**config.mk**
```make
export PLATFORM = sky130hd
export DESIGN_NAME = syn_trap_ctrl
export DESIGN_NICKNAME = d
export VERILOG_FILES = /design/src/rtl/syn_trap_ctrl_pkg.sv /design/src/rtl/syn_trap_ctrl_lfsr_step.sv /design/src/rtl/syn_trap_ctrl.sv
export SDC_FILE = /design/constraint.sdc
export NUM_CORES = 1
export LEC_CHECK = 0
export ABC_AREA = 1
export ABC_CLOCK_PERIOD_IN_PS = 1950
export CAP_MARGIN = 20
export CORE_MARGIN = 4
export CORE_UTILIZATION = 30
export DETAILED_ROUTE_END_ITERATION = 12
export HOLD_SLACK_MARGIN = 0.02
export SYNTH_ARGS = -nofsm -noshare
export SYNTH_HDL_FRONTEND = slang
export SYNTH_SLANG_ARGS = --single-unit
```
**constraint.sdc**
```tcl
create_clock -name clk -period 1.95 [get_ports clk]
set_clock_uncertainty 0.05 [all_clocks]
set_input_delay 0.2925 -clock clk [delete_from_list [all_inputs] [get_ports clk]]
set_output_delay 0.2925 -clock clk [all_outputs]
set_load 0.02 [all_outputs]
```
**src/rtl/syn_trap_ctrl_pkg.sv**
```systemverilog
// rtl/syn_trap_ctrl_pkg.sv - shared QR decoder constants and state encoding
// Purpose: state encoding for the error-trapping FSM, default code constants.
// Ports: none (package).
package syn_trap_ctrl_pkg;

  // Weight-check stage is fixed at this syndrome width.
  localparam int SYN_W_DEF  = 36;
  localparam int NSHIFT_DEF = 72;
  localparam int CNT_W_DEF  = 7;

  // Generator coefficients below the implicit x^36 term: x^36 + x^3 + 1.
  localparam logic [SYN_W_DEF-1:0] GPOLY_DEF = 36'h0_0000_0009;

  typedef enum logic [1:0] {
    ST_IDLE = 2'd0,
    ST_SCAN = 2'd1,
    ST_DONE = 2'd2
  } trap_state_t;

endpackage

```
**src/rtl/syn_trap_ctrl_lfsr_step.sv**
```systemverilog
// rtl/syn_trap_ctrl_lfsr_step.sv - one combinational step x*s(x) mod g(x)
// Purpose: single generator-LFSR step used by the trap scan.
// Ports:
//   syn      in  SYN_W  current syndrome
//   syn_next out SYN_W  syndrome multiplied by x, reduced mod g(x)
module syn_lfsr_step
  import syn_trap_ctrl_pkg::*;
#(
  parameter int               SYN_W = SYN_W_DEF,
  parameter logic [SYN_W-1:0] GPOLY = SYN_W'(GPOLY_DEF)
) (
  input  logic [SYN_W-1:0] syn,
  output logic [SYN_W-1:0] syn_next
);

  // The bit shifted out of the top stands for x^SYN_W, which reduces to GPOLY.
  assign syn_next = {syn[SYN_W-2:0], 1'b0} ^ (syn[SYN_W-1] ? GPOLY : '0);

endmodule

```
**src/rtl/syn_trap_ctrl.sv**
```systemverilog
// rtl/syn_trap_ctrl.sv - sequential error-trapping controller for the QR decoder
// Purpose: load a syndrome, step it through the generator LFSR one step per
//   cycle, and latch the first pattern the external weight check flags.
// Ports:
//   clk          in  1      system clock, rising edge
//   rst_n        in  1      asynchronous active-low reset
//   start_i      in  1      load syn_i and begin a trap (only while ready_o)
//   abort_i      in  1      synchronous abort back to IDLE, no done pulse
//   syn_i        in  SYN_W  initial syndrome
//   syn_o        out SYN_W  current LFSR value, feeds the weight check
//   weight_flag  in  1      weight check response to syn_o, same cycle
//   ready_o      out 1      high in IDLE and DONE
//   busy_o       out 1      high in SCAN
//   done_o       out 1      one-cycle result pulse
//   found_o      out 1      1 = trapped, 0 = uncorrectable; held
//   err_pat_o    out SYN_W  trapped pattern; held
//   shift_cnt_o  out CNT_W  step index of the trap; held
module syn_trap_ctrl
  import syn_trap_ctrl_pkg::*;
#(
  parameter int               SYN_W  = SYN_W_DEF,
  parameter logic [SYN_W-1:0] GPOLY  = SYN_W'(GPOLY_DEF),
  parameter int               NSHIFT = NSHIFT_DEF,
  parameter int               CNT_W  = CNT_W_DEF
) (
  input  logic             clk,
  input  logic             rst_n,
  input  logic             start_i,
  input  logic             abort_i,
  input  logic [SYN_W-1:0] syn_i,
  output logic [SYN_W-1:0] syn_o,
  input  logic             weight_flag,
  output logic             ready_o,
  output logic             busy_o,
  output logic             done_o,
  output logic             found_o,
  output logic [SYN_W-1:0] err_pat_o,
  output logic [CNT_W-1:0] shift_cnt_o
);

  localparam logic [CNT_W-1:0] LAST_CNT = CNT_W'(NSHIFT - 1);

  trap_state_t      state_q, state_d;
  logic [SYN_W-1:0] syn_q, syn_d, syn_step;
  logic [CNT_W-1:0] cnt_q, cnt_d;
  logic             found_q, found_d;
  logic [SYN_W-1:0] err_q, err_d;
  logic [CNT_W-1:0] sc_q, sc_d;

  syn_lfsr_step #(
    .SYN_W (SYN_W),
    .GPOLY (GPOLY)
  ) u_step (
    .syn      (syn_q),
    .syn_next (syn_step)
  );

  always_ff @(posedge clk or negedge rst_n) begin
    if (!rst_n) begin
      state_q <= ST_IDLE;
      syn_q   <= '0;
      cnt_q   <= '0;
      found_q <= 1'b0;
      err_q   <= '0;
      sc_q    <= '0;
    end else begin
      state_q <= state_d;
      syn_q   <= syn_d;
      cnt_q   <= cnt_d;
      found_q <= found_d;
      err_q   <= err_d;
      sc_q    <= sc_d;
    end
  end

  always_comb begin
    state_d = state_q;
    syn_d   = syn_q;
    cnt_d   = cnt_q;
    found_d = found_q;
    err_d   = err_q;
    sc_d    = sc_q;

    // Abort outranks start and the weight flag; held results stay untouched.
    if (abort_i) begin
      state_d = ST_IDLE;
      syn_d   = '0;
    end else begin
      case (state_q)
        ST_IDLE: begin
          if (start_i) begin
            state_d = ST_SCAN;
            syn_d   = syn_i;
            cnt_d   = '0;
          end
        end
        ST_SCAN: begin
          if (weight_flag) begin
            state_d = ST_DONE;
            found_d = 1'b1;
            err_d   = syn_q;
            sc_d    = cnt_q;
          end else if (cnt_q == LAST_CNT) begin
            state_d = ST_DONE;
            found_d = 1'b0;
            err_d   = '0;
            sc_d    = LAST_CNT;
          end else begin
            syn_d = syn_step;
            cnt_d = cnt_q + CNT_W'(1);
          end
        end
        ST_DONE: begin
          // Back-to-back start reloads straight into SCAN with no IDLE cycle.
          if (start_i) begin
            state_d = ST_SCAN;
            syn_d   = syn_i;
            cnt_d   = '0;
          end else begin
            state_d = ST_IDLE;
          end
        end
        default: state_d = ST_IDLE;
      endcase
    end
  end

  assign syn_o       = syn_q;
  assign ready_o     = (state_q == ST_IDLE) || (state_q == ST_DONE);
  assign busy_o      = (state_q == ST_SCAN);
  assign done_o      = (state_q == ST_DONE);
  assign found_o     = found_q;
  assign err_pat_o   = err_q;
  assign shift_cnt_o = sc_q;

endmodule

```
==> results.tsv <==
metric	value	unit
status	complete, no violations	
firstDrtPassIters	5	
hold-worst-slack	416	ps
cts_tree	done	
slowest_stage	clkdlybuf4s50_1	
worst_pin_slew	487	ps
hold_violations	0	
worstSetupPathType	flip-flop to primary output	
yosysWarnings	0	
drt_iter0_drc	208	
rr_startpoint	cnt_q[0]	
ys_seq_area_share	54.3	%
maxCapViolations	0	
synth_cells	538	
path_buf_inv	1	
crit_start	syn_o[12]	
cp.depth	1	
path_clk_slew	60	ps
r2r-end	syn_o[25]	
drive_above_1_share	6.87	%
placed_area	5690	um2
area_growth	47.5	%
clk_path_buf_depth	2	
finalSetupViolations	0	
p_sw	1.60	mW
synthSimpleGateAreaFrac	38.3	%
synth_nets	580	
crit_family	buffers and inverters	
dr_total_vias	3915	
start_kind	flip-flop	
die_area	15600	um2
synthMuxAreaShare	0	%
final-max-slew-violation-count	0	
synth_top_family_by_area	simple AND/OR/NAND/NOR gates	
syn_area_per_cell	7.63	um2
worstHoldPathType	input port to async pin	
grt_max_degree	40	
wl_per_cell	14.3	um
die_x	125	um
wl	12100	um
crit_fanout	4	
vias_per_cell	4.63	
p_clk_share	36.6	%
grt_pass1_wl	19800	um
antenna_found_initial	0	
final.setup.tns	0	ps
dieHeight	125	um
finalNetCount	707	
insertion_delay	330	ps
p_total	5.70	mW
pin_count	124	
p_seq_share	39.6	%
rrSetupSlack	310	ps
rows	42	
numPortBuffers	123	
cp.required	1610	ps
final_area	6050	um2
crit_path_end_kind	primary output	
fmax	574	MHz
finalCritPeriodShare	89.4	%
p_comb_share	23.8	%
worstPathCellList	clkdlybuf4s50_1	
slowest_delay	640	ps
cts-root-buf	clkbuf_16	
coreArea	13300	um2
ys_types	18	
p_sw_share	28.1	%
remaining_drc_errors	0	
cts.sinks	89	
htree_levels	3	
arrival	1400	ps
min_period	1740	ps
gr-total-overflow	0	
gp_congestion	0.832	
cts_made_buffers	9	
cts_setup_buffers	0	
synth_fa_ha_area_share	0.305	%
p_leak	3.07	nW
ir_worst_vdd	0.376	mV
synth_xor_area_share	0	%
grtUsageTotal	15.5	%
start_util	30.9	%
crit_end	syn_o[12]	
internal_power	4.10	mW
ant_nets	0	
power_per_cell_area	942	nW/um2
relSlewSlack	67.5	%
grt_pass1_vias	3845	
syn-cell-area	4100	um2
synth_compound_area_share	2.20	%
hpwl	8690	um
synth_seq_cells	89	
ff2ff_path_depth	8	
diodes	0	
grt_setup_unrepaired	false	
[cells in the mapped netlist, drive strengths merged]
library cell | n | area (um2)
a21oi | 10 | 50.1
nand3 | 59 | 305
dfrtp | 89 | 2230
nand4 | 12 | 75.1
nor3 | 2 | 21.3
nand2 | 286 | 1070
nor2 | 24 | 90.1
ha | 1 | 12.5
nor3b | 1 | 7.51
buf | 15 | 83.8
inv | 15 | 56.3
clkbuf | 16 | 60.1
o21ai | 8 | 40.0
[state kept, by name, summed over array words and instances (netlist names)]
register,count
cnt_q,7
err_pat_o,36
found_o,1
shift_cnt_o,7
state_q,2
syn_o,36
[metal layers]
| layer | global-route usage [%] | up-vias | part of all wire [%] |
|---|---|---|---|
| met3 | 4.18 | 9 | 5.7 |
| met5 | 0 | - | 0 |
| met1 | 20.2 | 1848 | 45 |
| met4 | 3.89 | 0 | 0.82 |
| li1 | - | 1946 | - |
| met2 | 25.9 | 112 | 48 |
[stage by stage]
stage | worst slack [ps] | instances | util (%)
after global placement | 57.2 | 829 | 42.8
after floorplan | 362 | 538 | -
after global routing | 125 | 846 | 45.5
final | 207 | 846 | 45.5
after detailed placement | 19.7 | 829 | 42.8
after CTS | 186 | 846 | 45.5
[how the worst min path moves through the flow]
| stage | cells past startpoint | to | slack [ps] |
|---|---|---|---|
| finish | 2 | err_pat_o[22] | 420 |
| global route | 2 | err_pat_o[32] | 460 |
| CTS | 2 | err_pat_o[18] | 420 |
| detailed placement | 1 | err_pat_o[21] | 240 |
| global placement | 1 | err_pat_o[22] | 230 |
| floorplan | 0 | cnt_q[0] | -50 |
[power by group through the flow]
stage / Clock [mW] / Combinational, mW / Sequential [mW]
6_report: 2.09 / 1.36 / 2.26
5_1_grt: 2.21 / 1.47 / 2.29
4_1_cts: 2.14 / 1.38 / 2.26
3_5_place_dp: 0 / 1.38 / 2.29
3_3_place_gp: 0 / 1.37 / 2.28
2_1_floorplan: 0 / 0.362 / 2.54
[area by class of cell]
type | count | area [um2]
well taps | 176 | 220
clock inverters | 6 | 130
multi-input cells | 403 | 1680
clock buffers | 10 | 229
fillers | 1329 | 7240
flip-flops and latches | 89 | 2230
repair buffers | 147 | 1510
inverters | 15 | 56.3
[kinds of logic (layout without fill, tap and decap cells)]
kind of cell,after synthesis,after routing
flip-flops,89,89
AND/OR/NAND/NOR,384,384
buffers and inverters,46,178
adder cells (fa/ha/maj),1,1
AO/OA/AOI/OAI,18,18
[repair_timing]
action,CTS,global route
resized for setup,3,0
endpoints found under the hold margin,33,0
hold buffers,1,0
endpoints found under the setup margin,3,0
[layout by cell type (no fill, tap or decap), drive strengths merged]
cell type        n
inv             15
buf             24
o21ai            8
nand3           59
clkinv           2
nor3b            1
dlygate4sd2      3
clkbuf          10
clkdlybuf4s50  119
nand4           12
a21oi           10
nor2            24
nor3             2
dfrtp           89
dlygate4sd3      1
bufinv           4
ha               1
nand2          286
Power figures use the tool's default switching activity.
